## config.mk

```make
export PLATFORM = sky130hd
export DESIGN_NAME = regfile_scoreboard_flat
export DESIGN_NICKNAME = d
export VERILOG_FILES = /design/src/rtl/regfile_scoreboard_if.sv /design/src/rtl/regfile_scoreboard.sv /design/src/flat_wrapper.sv
export SDC_FILE = /design/constraint.sdc
export NUM_CORES = 2
export LEC_CHECK = 0
export CAP_MARGIN = 25
export CORE_MARGIN = 3
export CORE_UTILIZATION = 45
export DETAILED_ROUTE_END_ITERATION = 7
export SYNTH_ARGS = -nofsm -noshare
export SYNTH_HDL_FRONTEND = slang
export SYNTH_SLANG_ARGS = --single-unit
```

## constraint.sdc

```tcl
create_clock -name clk -period 3.2 [get_ports clk]
set_clock_uncertainty 0.15 [all_clocks]
set_input_delay 0.48 -clock clk [delete_from_list [all_inputs] [get_ports clk]]
set_output_delay 0.48 -clock clk [all_outputs]
set_load 0.02 [all_outputs]
```

## src/rtl/regfile_scoreboard_if.sv

```systemverilog
// rtl/regfile_scoreboard_if.sv - read/write/reserve bus between pipeline stages and the register file
interface regfile_scoreboard_if #(
    parameter int DATA_W   = 32,
    parameter int NUM_REGS = 32,
    parameter int NUM_RD   = 2,
    parameter int ADDR_W   = $clog2(NUM_REGS)
);
    // Decode read ports
    logic [NUM_RD*ADDR_W-1:0] rd_addr;
    logic [NUM_RD*DATA_W-1:0] rd_data;
    logic [NUM_RD-1:0]        rd_ready;

    // Writeback port
    logic                     wr_en;
    logic [ADDR_W-1:0]        wr_addr;
    logic [DATA_W-1:0]        wr_data;

    // Decode destination reservation
    logic                     rsv_en;
    logic [ADDR_W-1:0]        rsv_addr;
    logic                     rsv_accept;

    // Squash and scoreboard view for the hazard unit
    logic                     flush;
    logic [NUM_REGS-1:0]      pending_vec;

    // Pipeline side: decode, writeback and squash logic
    modport master (
        output rd_addr,
        input  rd_data,
        input  rd_ready,
        output wr_en,
        output wr_addr,
        output wr_data,
        output rsv_en,
        output rsv_addr,
        input  rsv_accept,
        output flush,
        input  pending_vec
    );

    // Register file side
    modport slave (
        input  rd_addr,
        output rd_data,
        output rd_ready,
        input  wr_en,
        input  wr_addr,
        input  wr_data,
        input  rsv_en,
        input  rsv_addr,
        output rsv_accept,
        input  flush,
        output pending_vec
    );
endinterface

```

## src/rtl/regfile_scoreboard.sv

```systemverilog
// rtl/regfile_scoreboard.sv - multi-read-port register file with pending-write scoreboard
module regfile_scoreboard #(
    parameter int DATA_W   = 32,
    parameter int NUM_REGS = 32,
    parameter int NUM_RD   = 2,
    parameter bit ZERO_REG = 1'b1,
    parameter bit BYPASS   = 1'b1
) (
    input  logic                 clk,
    input  logic                 reset,
    regfile_scoreboard_if.slave  bus
);
    localparam int ADDR_W    = $clog2(NUM_REGS);
    localparam int ADDR_SPAN = 1 << ADDR_W;
    // One bit per encodable address: 1 where the address names a real register
    localparam logic [ADDR_SPAN-1:0] ADDR_OK =
        {ADDR_SPAN{1'b1}} >> (ADDR_SPAN - NUM_REGS);

    logic [DATA_W-1:0]    regs_q [NUM_REGS];
    logic [DATA_W-1:0]    regs_d [NUM_REGS];
    logic [NUM_REGS-1:0]  pending_q;
    logic [NUM_REGS-1:0]  pending_d;

    // Pending bits widened to the full address space so stray addresses read as free
    logic [ADDR_SPAN-1:0] pend_ext;

    logic                 wr_take;
    logic                 rsv_zero;
    logic                 rsv_free;
    logic                 rsv_accept;
    logic                 rsv_take;

    // Widen pending vector; unused upper addresses are never pending
    always_comb begin
        pend_ext                 = '0;
        pend_ext[NUM_REGS-1:0]   = pending_q;
    end

    // Combinational read ports with optional same-cycle write forwarding
    always_comb begin
        bus.rd_data  = '0;
        bus.rd_ready = '1;
        for (int p = 0; p < NUM_RD; p++) begin
            logic [ADDR_W-1:0] a;
            logic [DATA_W-1:0] data;
            logic              rdy;
            a    = bus.rd_addr[p*ADDR_W +: ADDR_W];
            data = '0;
            rdy  = 1'b1;
            if (!ADDR_OK[a] || (ZERO_REG && (a == '0))) begin
                data = '0;
                rdy  = 1'b1;
            end else if (BYPASS && bus.wr_en && (bus.wr_addr == a)) begin
                data = bus.wr_data;
                rdy  = 1'b1;
            end else begin
                data = regs_q[a];
                rdy  = !pend_ext[a];
            end
            bus.rd_data[p*DATA_W +: DATA_W] = data;
            bus.rd_ready[p]                 = rdy;
        end
    end

    // Decide whether the writeback actually lands in the array this edge
    always_comb begin
        wr_take = bus.wr_en && ADDR_OK[bus.wr_addr] &&
                  !(ZERO_REG && (bus.wr_addr == '0));
    end

    // Reserve decode: a register being written this cycle can be re-reserved at once
    always_comb begin
        rsv_zero   = ZERO_REG && (bus.rsv_addr == '0);
        rsv_free   = !pend_ext[bus.rsv_addr] ||
                     (bus.wr_en && (bus.wr_addr == bus.rsv_addr));
        rsv_accept = bus.rsv_en && !reset && !bus.flush && (rsv_zero || rsv_free);
        rsv_take   = rsv_accept && ADDR_OK[bus.rsv_addr] && !rsv_zero;
    end

    // Next state: write clears pending first, then flush wipes or reserve sets
    always_comb begin
        regs_d    = regs_q;
        pending_d = pending_q;
        if (wr_take) begin
            regs_d[bus.wr_addr]    = bus.wr_data;
            pending_d[bus.wr_addr] = 1'b0;
        end
        if (bus.flush) begin
            pending_d = '0;
        end else if (rsv_take) begin
            pending_d[bus.rsv_addr] = 1'b1;
        end
    end

    // State registers; reset drops data and every reservation
    always_ff @(posedge clk) begin
        if (reset) begin
            for (int i = 0; i < NUM_REGS; i++) begin
                regs_q[i] <= '0;
            end
            pending_q <= '0;
        end else begin
            regs_q    <= regs_d;
            pending_q <= pending_d;
        end
    end

    assign bus.rsv_accept  = rsv_accept;
    assign bus.pending_vec = pending_q;
endmodule
```

## src/flat_wrapper.sv

```systemverilog
// flat-port wrapper written by rule: the top's interface ports become plain ports
module regfile_scoreboard_flat 
#(
    parameter int DATA_W   = 32,
    parameter int NUM_REGS = 32,
    parameter int NUM_RD   = 2,
    parameter bit ZERO_REG = 1'b1,
    parameter bit BYPASS   = 1'b1
)
  (clk, reset, bus_rd_addr, bus_rd_data, bus_rd_ready, bus_wr_en, bus_wr_addr, bus_wr_data, bus_rsv_en, bus_rsv_addr, bus_rsv_accept, bus_flush, bus_pending_vec);
  regfile_scoreboard_if #(.DATA_W(DATA_W), .NUM_REGS(NUM_REGS), .NUM_RD(NUM_RD)) bus_i ();
  input  logic clk;
  input  logic reset;
  input wire logic [$bits(bus_i.rd_addr)-1:0] bus_rd_addr;
  output wire logic [$bits(bus_i.rd_data)-1:0] bus_rd_data;
  output wire logic [$bits(bus_i.rd_ready)-1:0] bus_rd_ready;
  input wire logic [$bits(bus_i.wr_en)-1:0] bus_wr_en;
  input wire logic [$bits(bus_i.wr_addr)-1:0] bus_wr_addr;
  input wire logic [$bits(bus_i.wr_data)-1:0] bus_wr_data;
  input wire logic [$bits(bus_i.rsv_en)-1:0] bus_rsv_en;
  input wire logic [$bits(bus_i.rsv_addr)-1:0] bus_rsv_addr;
  output wire logic [$bits(bus_i.rsv_accept)-1:0] bus_rsv_accept;
  input wire logic [$bits(bus_i.flush)-1:0] bus_flush;
  output wire logic [$bits(bus_i.pending_vec)-1:0] bus_pending_vec;
  assign bus_i.rd_addr = bus_rd_addr;
  assign bus_rd_data = bus_i.rd_data;
  assign bus_rd_ready = bus_i.rd_ready;
  assign bus_i.wr_en = bus_wr_en;
  assign bus_i.wr_addr = bus_wr_addr;
  assign bus_i.wr_data = bus_wr_data;
  assign bus_i.rsv_en = bus_rsv_en;
  assign bus_i.rsv_addr = bus_rsv_addr;
  assign bus_rsv_accept = bus_i.rsv_accept;
  assign bus_i.flush = bus_flush;
  assign bus_pending_vec = bus_i.pending_vec;
  regfile_scoreboard #(.DATA_W(DATA_W), .NUM_REGS(NUM_REGS), .NUM_RD(NUM_RD), .ZERO_REG(ZERO_REG), .BYPASS(BYPASS)) u_core (.clk(clk), .reset(reset), .bus(bus_i));
endmodule
```

==> results.yml <==
sta:
  drv_slew: 0
  maxSlewHeadroom_pct: 16.05
  fin_crit_sh_pct: 108.0
  fin_crit_ns: 3.456
  worst_pin_slew_ns: 1.259
  holdWs_ns: 0.06696
  finalWorstSetupSlack_ns: -0.2560
  rsz0062_at_grt: "true"
  fmax_mhz: 289.4
  setup_tns_ns: -3.717
  setup_viol: 44
  hold_viol_final: 0
detailed_routing:
  firstDrtPassIters: 8
  wire_per_inst_um: 29.29
  first_iter_violations: 7180
  routed_via_density: 6.422
  drc: 4
  wl_mm: 233.0
  dr_total_vias: 51077
  ant_nets: 0
clock_tree:
  insertion_delay_ns: 0.73
  cts_tree: "done"
  max-clock-path-buffers: 3
  cts-htree-levels: 3
  numCtsBuffers: 115
  clockRootBuffer: "clkbuf_16"
  clock-sinks: 1056
  path_clk_slew_ns: 0.06
floorplan:
  die_x_um: 353.3
  rows: 126
  floorplan.initialDensity_pct: 45.67
  io_pins: 156
  dieHeight_um: 353.3
  dieArea_um2: 124800
  core_area_um2: 118900
power:
  seq_power_share_pct: 42.3
  power_density_nw_per_um2: 458.9
  p_sw_share_pct: 25.33
  pwr-share-clk_pct: 46.8
  intPower_mw: 23.49
  pwr-share-comb_pct: 10.9
  peakVddDrop_mv: 0.4488
  leakagePower_nw: 23.32
  power.switching_mw: 7.969
outcome:
  violations: "DRC, setup timing"
  outcome: "finished, violations left"
global_route:
  grt_max_degree: 226
  grt.overflow.total: 0
  grt_pass1_wl_mm: 332.2
  grt_pass1_vias: 48416
  track_usage_pct: 35.99
  antenna_found_initial: 4
cells_and_area:
  areaGrowthSynthToFinish_pct: 26.30
  layout_common_cells: "2062 x nand2_1, 994 x a21oi_1, 987 x dfxtp_1"
  layout_commonest_cell: "nand2_1"
  final_util_pct: 57.68
  instances_no_fill: 7954
  drive_gt1_share_pct: 29.08
  nNetsFinal: 6306
synthesis:
  syn-num-nets: 5998
  synthArstFlopShare_pct: 0
  synth_flop_cell: "dfxtp_1"
  synth_seq_area_share_pct: 38.94
  netlist_instances: 5941
  syn_area_um2: 54280
  synth_edf_count: 0
  ys.warnings.count: 0
  ys_ff_latch: 1056
  syn_avg_cell_area_um2: 9.137
  ys_types: 48
setup_path:
  critPathArrivalTime_ns: 2.83
  max_stage_delay_ns: 0.53
  path_common_cell: "mux4_2"
  critPathRequiredTime_ns: 2.57
  worstPathMaxFanout: 3
  end_kind: "output pin"
  critPathLaunchType: "register"
  worstSetupPathType: "register to output pin"
  cpMaxStageDelayCell: "mux4_2"
  crit_chain: "mux4_2, mux4_2, o211ai_1, buf_4, nand2_4, buf_6"
place:
  numPlacedInstances: 7596
  routabilityCongestion: 0.9498
  dpl.hpwl_mm: 145.3
  port-buffer-count: 155
worst_hold_path:
  holdCritPathClass: "input pin to register"
flow_run:
  cap_violations: 0
## worst paths after layout
path                                                start                         to  slack, ns  cells past startpoint
worst max-delay path                   u_core.regs_q[941]            bus_rd_data[13]      -0.26                      6
worst min register to register         u_core.regs_q[797]         u_core.regs_q[797]       0.31                      2
worst min-delay path                                reset        u_core.regs_q[1017]       0.07                      2
worst max register to register  u_core.bus.pending_vec[5]  u_core.bus.pending_vec[5]       1.09                      8
## power groups by stage
| stage | Clock (mW) | Sequential [mW] | Combinational (mW) |
|---|---|---|---|
| after floorplan | 0 | 13.6 | 1.62 |
| after global placement | 0 | 13.6 | 2.96 |
| after detailed placement | 0 | 13.6 | 2.97 |
| after CTS | 14.8 | 13.3 | 3.22 |
| after global routing | 15.3 | 13.3 | 3.53 |
| final | 14.7 | 13.3 | 3.43 |
## flip-flops by register name (all words and copies together) (netlist names)
signal                  flops
u_core.bus.pending_vec     32
u_core.regs_q            1024
## synth_stat cells, types with 25 or more instances
library cell	number	area, um^2
buf_4	26	195.2
buf_2	82	410.4
o211ai_1	25	187.7
nor2b_1	83	519.3
nor2_1	44	165.2
dfxtp_1	1056	21140
clkbuf_1	483	1813
nand2_1	2100	7883
nand3_1	41	205.2
a22oi_1	29	217.7
buf_1	27	101.4
mux4_2	607	13670
a21oi_1	994	4975
o31ai_1	35	262.8
mux2i_1	79	790.8
## cell families (layout without fill, tap and decap cells)
logic type | Yosys count | after routing | synth area share, %
and+or+nand+nor | 2335 | 2335 | 16.95
AOI/OAI and AO/OA | 1173 | 1173 | 11.74
DFF | 1056 | 1056 | 38.94
muxes | 708 | 708 | 27.10
buffers and inverters | 654 | 1062 | 5.025
xor gates and xnor gates | 15 | 15 | 0.2420
other | 0 | 5 | 0
## stage by stage
stage | total power, mW | cell area, um^2 | worst slack, ns
after floorplan | 15.19 | 54280 | 0.04184
after global placement | 16.55 | 61400 | -1.109
after CTS | 31.28 | 67550 | -0.2268
after global routing | 32.12 | 68550 | -0.2634
after detailed placement | 16.56 | 61400 | -1.073
final | 31.46 | 68560 | -0.2560
## per-layer routing
| layer | wire length [um] | share of wire (%) | track usage (%) | up-vias |
|---|---|---|---|---|
| li1 | - | - | - | 21487 |
| met1 | 83910 | 36 | 47.03 | 25025 |
| met2 | 100200 | 43 | 53.14 | 3706 |
| met3 | 32290 | 14 | 10.27 | 857 |
| met4 | 16570 | 7.1 | 21.40 | 2 |
| met5 | 59 | 0.025 | 0 | - |
## what timing repair did
item / CTS / global route
resized for setup: 545 / 158
pin swaps: 65 / 59
hold buffers: 0 / 0
setup buffers: 91 / 48
cloned: 11 / 8
setup endpoints to repair: 67 / 66
## final cells by class
| type | instances | area [um^2] |
|---|---|---|
| diodes | 5 | 12.51 |
| flip-flops and latches | 1056 | 21230 |
| repair buffers | 837 | 9570 |
| multi-input cells | 4231 | 31530 |
| clock inverters | 57 | 807.0 |
| fillers | 10094 | 50310 |
| inverters | 8 | 30.03 |
| clock buffers | 160 | 3379 |
| well taps | 1600 | 2002 |
## worst max-delay path: cells and delay by family, from the launching register on
| kind | cells | cell delay (ns) |
|---|---|---|
| AOI/OAI and AO/OA | 1 | 0.35 |
| buffers and inverters | 2 | 0.33 |
| DFF | 1 | 0.33 |
| muxes | 2 | 1.01 |
| and+or+nand+nor | 1 | 0.07 |
No activity file was read; power rests on OpenSTA's default activity.
